`config.mk`:
```
export PLATFORM = sky130hd
export DESIGN_NAME = sync_fifo_param
export DESIGN_NICKNAME = d
export VERILOG_FILES = /design/src/rtl/fifo_pkg.sv /design/src/rtl/fifo_mem.sv /design/src/rtl/sync_fifo_param.sv
export SDC_FILE = /design/constraint.sdc
export NUM_CORES = 1
export LEC_CHECK = 0
export ABC_AREA = 1
export BUFFER_PORTS_ARGS = -buffer_cell sky130_fd_sc_hd__buf_2
export CORE_UTILIZATION = 45
export DETAILED_ROUTE_END_ITERATION = 8
export GPL_TIMING_DRIVEN = 0
export PLACE_DENSITY_LB_ADDON = 0.2
export SYNTH_ARGS = -nofsm -noshare
export SYNTH_HDL_FRONTEND = slang
export SYNTH_HIERARCHICAL = 1
export SYNTH_SLANG_ARGS = --single-unit
```
`constraint.sdc`:
```
create_clock -name clk -period 6.5 [get_ports clk]
set_input_delay 0.325 -clock clk [delete_from_list [all_inputs] [get_ports clk]]
set_output_delay 0.325 -clock clk [all_outputs]
set_load 0.02 [all_outputs]
```
`src/rtl/fifo_pkg.sv`:
```
// Shared types and helpers for the parametrised synchronous FIFO.
package fifo_pkg;

  typedef enum logic {STD = 1'b0, FWFT = 1'b1} fifo_mode_e;

  localparam int ERR_OVF = 1;
  localparam int ERR_UDF = 0;

  function automatic int cnt_w(input int depth);
    return $clog2(depth + 1);
  endfunction

endpackage

```
`src/rtl/fifo_mem.sv`:
```
// WIDTH x DEPTH register array: one synchronous write port, one asynchronous read port.
module fifo_mem #(
  parameter int WIDTH = 16,
  parameter int DEPTH = 8,
  parameter int AW    = 3
) (
  input  logic             clk,
  input  logic             we,
  input  logic [AW-1:0]    waddr,
  input  logic [WIDTH-1:0] wdata,
  input  logic [AW-1:0]    raddr,
  output logic [WIDTH-1:0] rdata
);

  logic [WIDTH-1:0] mem [DEPTH];

  always_ff @(posedge clk) begin
    if (we) mem[waddr] <= wdata;
  end

  assign rdata = mem[raddr];

endmodule

```
`src/rtl/sync_fifo_param.sv`:
```
// Single-clock FIFO with arbitrary depth, optional first-word-fall-through,
// programmable almost-full/almost-empty thresholds and sticky error flags.
module sync_fifo_param #(
  parameter int WIDTH = 16,
  parameter int DEPTH = 8,
  parameter int FWFT  = 0,
  parameter int CNT_W = fifo_pkg::cnt_w(DEPTH)
) (
  input  logic             clk,
  input  logic             rst,
  input  logic             wr_en,
  input  logic [WIDTH-1:0] data_in,
  input  logic             rd_en,
  output logic [WIDTH-1:0] data_out,
  output logic             rd_valid,
  output logic             wr_ack,
  output logic             overflow,
  output logic             underflow,
  output logic             full,
  output logic             empty,
  output logic             almost_full,
  output logic             almost_empty,
  input  logic [CNT_W-1:0] af_thresh,
  input  logic [CNT_W-1:0] ae_thresh,
  output logic [CNT_W-1:0] level,
  output logic [1:0]       err_sticky,
  input  logic             clr_err
);
  import fifo_pkg::*;

  localparam int AW = (DEPTH > 1) ? $clog2(DEPTH) : 1;
  localparam fifo_mode_e MODE = (FWFT != 0) ? fifo_pkg::FWFT : fifo_pkg::STD;

  logic [AW-1:0]    wr_ptr, rd_ptr;
  logic [CNT_W-1:0] count;
  logic             wr_accept, rd_accept;
  logic             ovf_now, udf_now;
  logic [WIDTH-1:0] mem_rdata;

  // Explicit wrap so non-power-of-two depths work.
  function automatic logic [AW-1:0] next_ptr(input logic [AW-1:0] p);
    return (p == AW'(DEPTH - 1)) ? '0 : p + 1'b1;
  endfunction

  assign full         = (count == CNT_W'(DEPTH));
  assign empty        = (count == '0);
  assign almost_full  = (count >= af_thresh);
  assign almost_empty = (count <= ae_thresh);
  assign level        = count;

  assign rd_accept = rd_en && !empty;
  // When full, a write can only land in the slot being vacated by a read.
  assign wr_accept = wr_en && (!full || rd_accept);
  assign ovf_now   = wr_en && !wr_accept;
  assign udf_now   = rd_en && !rd_accept;

  fifo_mem #(
    .WIDTH (WIDTH),
    .DEPTH (DEPTH),
    .AW    (AW)
  ) u_mem (
    .clk   (clk),
    .we    (wr_accept && !rst),
    .waddr (wr_ptr),
    .wdata (data_in),
    .raddr (rd_ptr),
    .rdata (mem_rdata)
  );

  always_ff @(posedge clk) begin
    if (rst) begin
      wr_ptr     <= '0;
      rd_ptr     <= '0;
      count      <= '0;
      wr_ack     <= 1'b0;
      overflow   <= 1'b0;
      underflow  <= 1'b0;
      err_sticky <= 2'b00;
    end else begin
      if (wr_accept) wr_ptr <= next_ptr(wr_ptr);
      if (rd_accept) rd_ptr <= next_ptr(rd_ptr);
      case ({wr_accept, rd_accept})
        2'b10:   count <= count + 1'b1;
        2'b01:   count <= count - 1'b1;
        default: count <= count;
      endcase
      wr_ack    <= wr_accept;
      overflow  <= ovf_now;
      underflow <= udf_now;
      // A new error in the same cycle beats a clear.
      err_sticky[ERR_OVF] <= ovf_now || (err_sticky[ERR_OVF] && !clr_err);
      err_sticky[ERR_UDF] <= udf_now || (err_sticky[ERR_UDF] && !clr_err);
    end
  end

  generate
    if (MODE == fifo_pkg::FWFT) begin : g_fwft
      assign data_out = empty ? '0 : mem_rdata;
      assign rd_valid = !empty;
    end else begin : g_std
      logic [WIDTH-1:0] data_q;
      logic             valid_q;

      always_ff @(posedge clk) begin
        if (rst) begin
          data_q  <= '0;
          valid_q <= 1'b0;
        end else begin
          valid_q <= rd_accept;
          if (rd_accept) data_q <= mem_rdata;
        end
      end

      assign data_out = data_q;
      assign rd_valid = valid_q;
    end
  endgenerate

endmodule

```
# [Word level (Yosys, flattened, before mapping)]
# Memories as Yosys holds them, arrays and structs flattened. A register that Yosys moved wholly into a read port is not among the register bits.
# Cells that the tools add are included.
[classes] add_sub_neg=4 n_lt_le_gt_ge=2 n_eq_ne=5 mux=5 n_reduce_logical=18
[op_table] cell="4-bit one-hot mux with 2 select lines" count=1
[op_table] cell="1-bit logical AND" count=7
[op_table] cell="3-bit by 1-bit adder with 3-bit output (second input constant)" count=2
[op_table] cell="3-bit == test (second input constant)" count=2
[op_table] cell="1-bit logical NOT" count=6
[op_table] cell="3-bit two-way mux" count=2
[op_table] cell="4-bit by 1-bit adder with 4-bit output (second input constant)" count=1
[op_table] cell="4-bit == test (second input constant)" count=1
[op_table] cell="4-bit greater-or-equal comparator" count=1
[op_table] cell="4-bit less-or-equal comparator" count=1
[op_table] cell="4-bit logical NOT" count=1
[op_table] cell="4-bit by 1-bit subtractor with 4-bit output (second input constant)" count=1
[op_table] cell="1-bit logical OR" count=3
[op_table] cell="2-bit by 1-bit == test with 1-bit output (second input constant)" count=1
[op_table] cell="2-bit == test (second input constant)" count=1
[op_table] cell="1-bit two-way mux" count=2
[op_table] cell="2-bit nonzero test" count=1
[word_totals] reg_bits=16 ram_bits=128 n_memories=1
[mem_list] memory="u_mem.mem" words=8 width=16 read_ports=1 rd_ports_with_merged_regs=1 write_ports=1 line="fifo_mem.sv:15" rtl="logic [WIDTH-1:0] mem [DEPTH];"

# [Longest topological paths before layout]
# Gate-level depths: netlist of run 1.
[logic_depth] depth_word=8 ltp_mapped=11 mapped_depth_nobuf=11

# [By module]
# Netlist of run 1, hierarchy kept.
[modules_own_cells] module="fifo_mem" n_inst=1 cells_each=571 area_each_um2=5669.2
[modules_own_cells] module="sync_fifo_param" n_inst=1 cells_each=193 area_each_um2=1531.5

# [Worst setup path after synthesis of run 1]
# OpenSTA, ideal clock, no wires.
[synth_timing] path_kind="register to register" start="register count[2], in the netlist level[2]" end="memory u_mem.mem[1][0] (enable)" setup_time_ps=388 arrival_time_ps=1884 required_ps=6112 setup_slack_ps=4228 path_stages_with_launch=9 period_less_slack_ps=2272 path_cell_list="dfxtp_1 > inv_1 > nand3_1 > inv_2 > nand2_1 > nand2_2 > nor2_1 > nand2_1 > nor2_1"
[synth_via] elab_cells_between_ends=10 cone_classes="1 x eq/ne; 2 x mux; 7 x reduce/logical"
[synth_lines] element="from (decl)" line="sync_fifo_param.sv:35" rtl="logic [CNT_W-1:0] count;"
[synth_lines] element="from (signal assigned)" line="sync_fifo_param.sv:83" rtl="2'b10: count <= count + 1'b1;"
[synth_lines] element="from (signal assigned)" line="sync_fifo_param.sv:84" rtl="2'b01: count <= count - 1'b1;"
[synth_lines] element="from (signal assigned)" line="sync_fifo_param.sv:85" rtl="default: count <= count;"
[synth_lines] element="4-bit == test" line="sync_fifo_param.sv:45" rtl="assign full = (count == CNT_W'(DEPTH));"
[synth_lines] element="via full" line="sync_fifo_param.sv:19" rtl="output logic full,"
[synth_lines] element="1-bit logical NOT" line="sync_fifo_param.sv:53" rtl="assign wr_accept = wr_en && (!full || rd_accept);"
[synth_lines] element="1-bit logical OR" line="sync_fifo_param.sv:53"
[synth_lines] element="1-bit logical AND" line="sync_fifo_param.sv:53"
[synth_lines] element="1-bit logical AND" line="sync_fifo_param.sv:63" rtl=".we (wr_accept && !rst),"
[synth_lines] element="1-bit two-way mux" line="fifo_mem.sv:18" rtl="if (we) mem[waddr] <= wdata;"
[synth_lines] element="1-bit two-way mux (implied by the code)" line="fifo_mem.sv:18"
[synth_lines] element="to (decl)" line="fifo_mem.sv:15"
# The timed path passes the listed nets, and every way through them passes these cells.

# [Worst setup path in the final report of run 1]
[layout_timing] start="register count[1], in the netlist level[1]" end="memory u_mem.mem[1][4] (enable)"
[layout_via] elab_chain_cells=8 elab_cells_between_ends=10 cone_classes="1 x eq/ne; 2 x mux; 7 x reduce/logical"
[layout_rtl] element="4-bit logical NOT" line="sync_fifo_param.sv:46" rtl="assign empty = (count == '0);"
[layout_rtl] element="1-bit logical NOT" line="sync_fifo_param.sv:51" rtl="assign rd_accept = rd_en && !empty;"
[layout_rtl] element="1-bit logical AND" line="sync_fifo_param.sv:51"
[layout_rtl] element="1-bit logical OR *" line="sync_fifo_param.sv:53"
[layout_rtl] element="1-bit logical AND *" line="sync_fifo_param.sv:53"
[layout_rtl] element="1-bit logical AND *" line="sync_fifo_param.sv:63"
[layout_rtl] element="1-bit two-way mux *" line="fifo_mem.sv:18"
[layout_rtl] element="1-bit two-way mux (implied by the code) *" line="fifo_mem.sv:18"
# Every way passes the cells marked *; elsewhere a longest branch is shown, timed or not.

==> results.json, run 1 <==
{
  "htree_levels": 4,
  "hold_violations": 0,
  "fin_setup_tns_ns": 0,
  "slew-limit-headroom_pct": 57.6,
  "cp.required_ns": 6.63,
  "clock_latency_ns": 0.42,
  "cts.reportedPaths.clkPinSlew_ns": 0.06,
  "holdWs_ns": 0.171,
  "place_hpwl_um": 11200,
  "ioPinCount": 59,
  "row_count": 45,
  "postCtsHoldBufs": 0,
  "synth_area_leaders": "edfxtp_1, nand2_1, dfxtp_1",
  "avgSynthCellArea_um2": 9.42,
  "start_util_pct": 46.7,
  "synth_cell_types": 23,
  "diodes": 0,
  "die_h_um": 128,
  "antenna_found_initial": 0,
  "synth_seq_cells": 160,
  "finClkSkew_ns": 0.00597,
  "switching_power_mw": 1.07,
  "startpoint_type": "flop",
  "postSynthCellCount": 764,
  "setup_viol": 0,
  "p_leak_nw": 3.98,
  "cts_made_buffers": 17,
  "p_comb_share_pct": 29.6,
  "coreArea_um2": 15400,
  "maxSlewViolCount": 0,
  "slowest_stage": "nor2_2",
  "cp-end-kind": "flop",
  "ctsResizeCount": 0,
  "drtIter0Drc": 361,
  "max_freq_mhz": 436,
  "period_minus_slack_ns": 2.29,
  "power.share.clock_pct": 31.5,
  "grt.total_usage_pct": 21.4,
  "drc": 0,
  "crit_path_max_fanout": 9,
  "swShare_pct": 33.6,
  "synth_top_area_cell": "edfxtp_1",
  "wl_per_cell_um": 15.2,
  "fillCellCount": 1391,
  "dr.pass1.iters": 5,
  "synth_top_area_share_pct": 53.4,
  "max-vdd-ir-drop_v": 0.000232,
  "crit_arrival_ns": 2.42,
  "gp_congestion": 0.821,
  "grt_overflow_total": 0,
  "powerDensity_nw_per_um2": 373,
  "detail-route-antenna-nets": 0,
  "rsz0062_at_grt": "no",
  "yosysSeqAreaShare_pct": 62.3,
  "nets": 892,
  "postCtsSetupRepairBufs": 0,
  "worst_pin_slew_ns": 0.635,
  "cp_slowest_stage_delay_ns": 0.56,
  "status": "finished clean",
  "ctsRootBufferMaster": "clkbuf_16",
  "synth_warnings": 6,
  "first_global_vias": 5004,
  "drv_cap": 0,
  "seqPwrFrac_pct": 38.9,
  "dr_total_vias": 5266,
  "die_x_um": 128,
  "die_area_um2": 16500,
  "path_cells": "nor2_2, nand3_1, inv_2, nand2_1, nand2_2, nor2_1, nand2_1, nor2_2, buf_8",
  "wl_um": 16300,
  "clockBufferDepth": 2,
  "post-route-period-util_pct": 35.3,
  "hp-class": "in -> reg",
  "portBuffers": 57,
  "clkSinkCount": 160,
  "critPathKind": "reg -> reg",
  "tritoncts": "done",
  "drive_above_1_share_pct": 16.7,
  "syn-cell-area_um2": 7200,
  "syn_nets": 808,
  "internal-power_mw": 2.11,
  "grt_pass1_wl_um": 26000,
  "areaGrowthSynthToFinish_pct": 18.1,
  "vias_per_cell": 4.91,
  "grt_max_degree": 17
}
## cells by family (layout without fill, tap and decap cells)
| logic type | Yosys count | in the layout | synth area share, % |
|---|---|---|---|
| DFF | 160 | 160 | 62.3 |
| adders and majority gates | 15 | 15 | 2.71 |
| AOI/OAI and AO/OA | 35 | 35 | 2.68 |
| buffers and inverters | 186 | 283 | 11.1 |
| and+or+nand+nor | 367 | 367 | 21.1 |
| xor gates and xnor gates | 1 | 1 | 0.122 |
## layout make-up
cell class,count,area [µm²],area share (%)
repair buffers,65,402,4.72
clock inverters,5,32.5,0.383
plain buffers,32,219,2.58
multi-input cells,418,1940,22.8
flip-flops and latches,160,4480,52.8
clock buffers,27,582,6.84
well taps,211,264,3.11
inverters,154,578,6.80
## power by group through the flow
stage               Sequential, mW  Clock [mW]  Combinational [mW]
global placement              1.25           0               0.898
detailed placement            1.25           0               0.930
global route                  1.24        1.06                1.05
finish                        1.23        1.00               0.941
floorplan                     1.31           0               0.575
CTS                           1.23        1.02               0.936
## Yosys cell counts, drive strengths merged
cell type / count
nand2: 246
inv: 154
edfxtp: 128
nand3: 94
dfxtp: 32
buf: 29
a21oi: 26
nor2: 26
ha: 14
o21ai: 6
clkbuf: 3
a31o: 1
fa: 1
nand4: 1
o211ai: 1
o41ai: 1
xor2: 1
## state kept, by name, indices dropped and copies added, names as in the netlist
name / cells
data_out: 16
err_sticky: 2
level: 4
overflow: 1
rd_ptr: 3
rd_valid: 1
u_mem/mem: 128
underflow: 1
wr_ack: 1
wr_ptr: 3
## critical path, delay by kind of cell, from the launching register on
family,cells,cell delay (ns)
AND/OR/NAND/NOR,7,1.25
buffers and inverters,2,0.28
flip-flops,1,0.46
## cell usage in the layout, fill, tap and decap left out, types with 2 or more instances in the layout
master / count
a21oi_1: 26
buf_2: 73
buf_4: 5
buf_6: 9
buf_8: 7
clkbuf_1: 5
clkbuf_16: 22
clkbuf_2: 2
dfxtp_1: 32
edfxtp_1: 128
ha_1: 14
inv_1: 150
inv_2: 4
inv_4: 3
nand2_1: 243
nand2_2: 3
nand3_1: 91
nand3_2: 3
nor2_1: 17
nor2_2: 9
o21ai_0: 6
## final timing paths
kind / start / endpoint / slack (ns) / cells after the start
min: data_in[10] / u_mem/mem[5][10] / 0.17 / 1
max reg2reg: level[1] / u_mem/mem[1][4] / 4.21 / 9
min reg2reg: data_out[11] / data_out[11] / 0.46 / 2
max: level[1] / u_mem/mem[1][4] / 4.21 / 9
## through the flow
| stage | area (µm²) | setup slack, ns | util [%] | power [mW] | cells |
|---|---|---|---|---|---|
| 2_1_floorplan | 7200 | 4.23 | - | 1.88 | 764 |
| 3_3_place_gp | 7750 | 3.51 | 50.2 | 2.15 | 1032 |
| 3_5_place_dp | 7890 | 4.18 | 51.1 | 2.18 | 1040 |
| 4_1_cts | 8500 | 4.18 | 55.1 | 3.19 | 1072 |
| 5_1_grt | 8500 | 4.00 | 55.1 | 3.35 | 1072 |
| 6_report | 8500 | 4.21 | 55.1 | 3.17 | 1072 |
## routing by layer
| layer | vias up | wire [µm] | global-route usage [%] |
|---|---|---|---|
| met3 | 24 | 1130 | 4.45 |
| met5 | - | 0 | 0 |
| li1 | 2575 | - | - |
| met2 | 183 | 7930 | 35.3 |
| met4 | 0 | 282 | 9.34 |
| met1 | 2484 | 6990 | 27.5 |
(Power assumes the default switching activity.)
==> inputs of run 2 (changes only) <==
==> constraint.sdc (replaced) <==
create_clock -name clk -period 2 [get_ports clk]
set_input_delay 0.1 -clock clk [delete_from_list [all_inputs] [get_ports clk]]
set_output_delay 0.1 -clock clk [all_outputs]
set_load 0.02 [all_outputs]
==> run 2 against run 1 <==
Effect of this change: worst hold slack got worse by 0.16 ns; setup slack got worse by 4.1 ns; die area unchanged; via count grew 2.4%; largest cell class unchanged; global-route usage increased by 0.45 points; non-clock buffer count rose by 24; critical path depth is the same; largest power group unchanged; maximum frequency grew 24%.
==> results.json, run 2 (same netlist as run 1, synthesis figures left out) <==
{
  "first_global_vias": 5060,
  "grt_max_degree": 18,
  "hold-path-endpoint": "data_out[0]",
  "crit_buf_inv": 2,
  "power_mw": 10.2,
  "grt.total_usage_pct": 21.9,
  "die_area_um2": 16500,
  "drtIter0Drc": 432,
  "portBuffers": 57,
  "nets": 916,
  "whs_path_depth": 2,
  "path_delay_family": "simple AND/OR/NAND/NOR gates",
  "placed_cells": 1032,
  "drv_cap": 0,
  "areaGrowthSynthToFinish_pct": 21.9,
  "wl_um": 16800,
  "clkSinkCount": 160,
  "regArea_um2": 4490,
  "crit_path_max_fanout": 16,
  "r2r-end": "u_mem/mem[7][9]",
  "mostFrequentLayoutCell": "nand2_1",
  "row_count": 45,
  "r2r.worst_path.cells": 9,
  "tritoncts": "done",
  "setup_viol": 0,
  "vias_per_cell": 4.92,
  "cts.reportedPaths.clkPinSlew_ns": 0.07,
  "clock_latency_ns": 0.43,
  "ctsRootBufferMaster": "clkbuf_16",
  "cp-end-kind": "flop",
  "ioPinCount": 59,
  "routed.top_layer": "met4",
  "critPathKind": "reg -> reg",
  "start_util_pct": 46.7,
  "gp_congestion": 0.800,
  "max_freq_mhz": 540,
  "crit_arrival_ns": 1.99,
  "die_h_um": 128,
  "maxSlewViolCount": 0,
  "period_minus_slack_ns": 1.85,
  "clockBufferDepth": 2,
  "regMostFlops": "u_mem/mem",
  "cp_slowest_stage_delay_ns": 0.42,
  "powerDensity_nw_per_um2": 1160,
  "coreArea_um2": 15400,
  "die_x_um": 128,
  "timing.rr.start": "level[0]",
  "mostFrequentLayoutCells": "nand2_1, inv_1, edfxtp_1",
  "hp-start": "rst",
  "setup_ws_ns": 0.148,
  "wl_met2_um": 8020,
  "instances_no_fill": 1096,
  "detail-route-antenna-nets": 0,
  "antenna_found_initial": 0,
  "p_leak_nw": 4.07,
  "multi_input_area_um2": 1990,
  "holdWs_ns": 0.00615,
  "drt-met1-wl_um": 7290,
  "hold_violations": 0,
  "dr_total_vias": 5390,
  "place_ws_ns": -0.580,
  "dr.pass1.iters": 5,
  "max-vdd-ir-drop_v": 0.000668,
  "cp.required_ns": 2.13,
  "htree_levels": 4,
  "place_hpwl_um": 10600,
  "largest_register_ffs": 128,
  "status": "finished clean",
  "post-route-period-util_pct": 92.6,
  "wl_per_cell_um": 15.4,
  "hp-class": "in -> reg",
  "path_cells": "nor2_2, nand3_1, inv_2, nand2_1, nand2_2, nor2_2, nand2_2, nor2_4, buf_12",
  "reg2reg_slack_ns": 0.15,
  "wl_met3_um": 1130,
  "diodes": 0,
  "grt_overflow_total": 0,
  "fin_setup_tns_ns": 0,
  "fillCellCount": 1348,
  "slowest_stage": "dfxtp_1",
  "slew-limit-headroom_pct": 62.9,
  "startpoint_type": "flop",
  "drc": 0,
  "rsz0062_at_grt": "no",
  "grt_pass1_wl_um": 26400,
  "drive_above_1_share_pct": 18.0,
  "finClkSkew_ns": 0.00917,
  "worst_pin_slew_ns": 0.556,
  "cts_made_buffers": 17
}
run 2: layout make-up:
type / count / area share [%]
clock buffers: 17 / 4.85
flip-flops and latches: 160 / 51.1
multi-input cells: 418 / 22.7
inverters: 154 / 6.58
clock inverters: 15 / 1.62
repair buffers: 89 / 7.64
well taps: 211 / 3.01
plain buffers: 32 / 2.49
run 2: worst max-delay path by stage:
stage	cells after the start	startpoint	end
6_report	9	level[0]	u_mem/mem[7][9]
5_1_grt	9	level[0]	u_mem/mem[7][9]
2_1_floorplan	8	level[2]	u_mem/mem[1][0]
4_1_cts	9	level[1]	u_mem/mem[7][9]
3_5_place_dp	8	level[1]	u_mem/mem[0][7]
3_3_place_gp	8	level[2]	u_mem/mem[1][9]
run 2: report_power, final:
| group | internal [mW] | leakage, nW | total (mW) | switching [mW] |
|---|---|---|---|---|
| combinational | 1.04 | 2.37 | 3.13 | 2.09 |
| sequential | 3.84 | 1.42 | 4.01 | 0.168 |
| clock | 1.65 | 0.277 | 3.08 | 1.43 |
run 2: worst reg2reg max path: stages (launching register included):
cell,delay (ns)
dfxtp_1,0.42
nor2_2,0.08
nand3_1,0.12
inv_2,0.06
nand2_1,0.07
nand2_2,0.10
nor2_2,0.16
nand2_2,0.18
nor2_4,0.18
buf_12,0.18
run 2: metal layers:
| layer | vias to the layer above | global-route usage [%] |
|---|---|---|
| li1 | 2628 | - |
| met1 | 2531 | 28.0 |
| met2 | 197 | 35.4 |
| met3 | 34 | 4.82 |
| met4 | 0 | 10.7 |
| met5 | - | 0 |
run 2: metrics by stage:
step | utilization, % | area, µm²
after CTS | 56.8 | 8760
final | 56.9 | 8780
after global routing | 56.9 | 8780
after global placement | 50.4 | 7770
after floorplan | - | 7220
after detailed placement | 50.4 | 7770
run 2: timing repair:
| item | in CTS | in global routing |
|---|---|---|
| hold buffers | 18 | 0 |
| pin swaps | 7 | 0 |
| endpoints found under the hold margin | 131 | 0 |
| setup buffers | 14 | 0 |
| gates resized for setup | 8 | 7 |
| setup endpoints to repair | 128 | 129 |
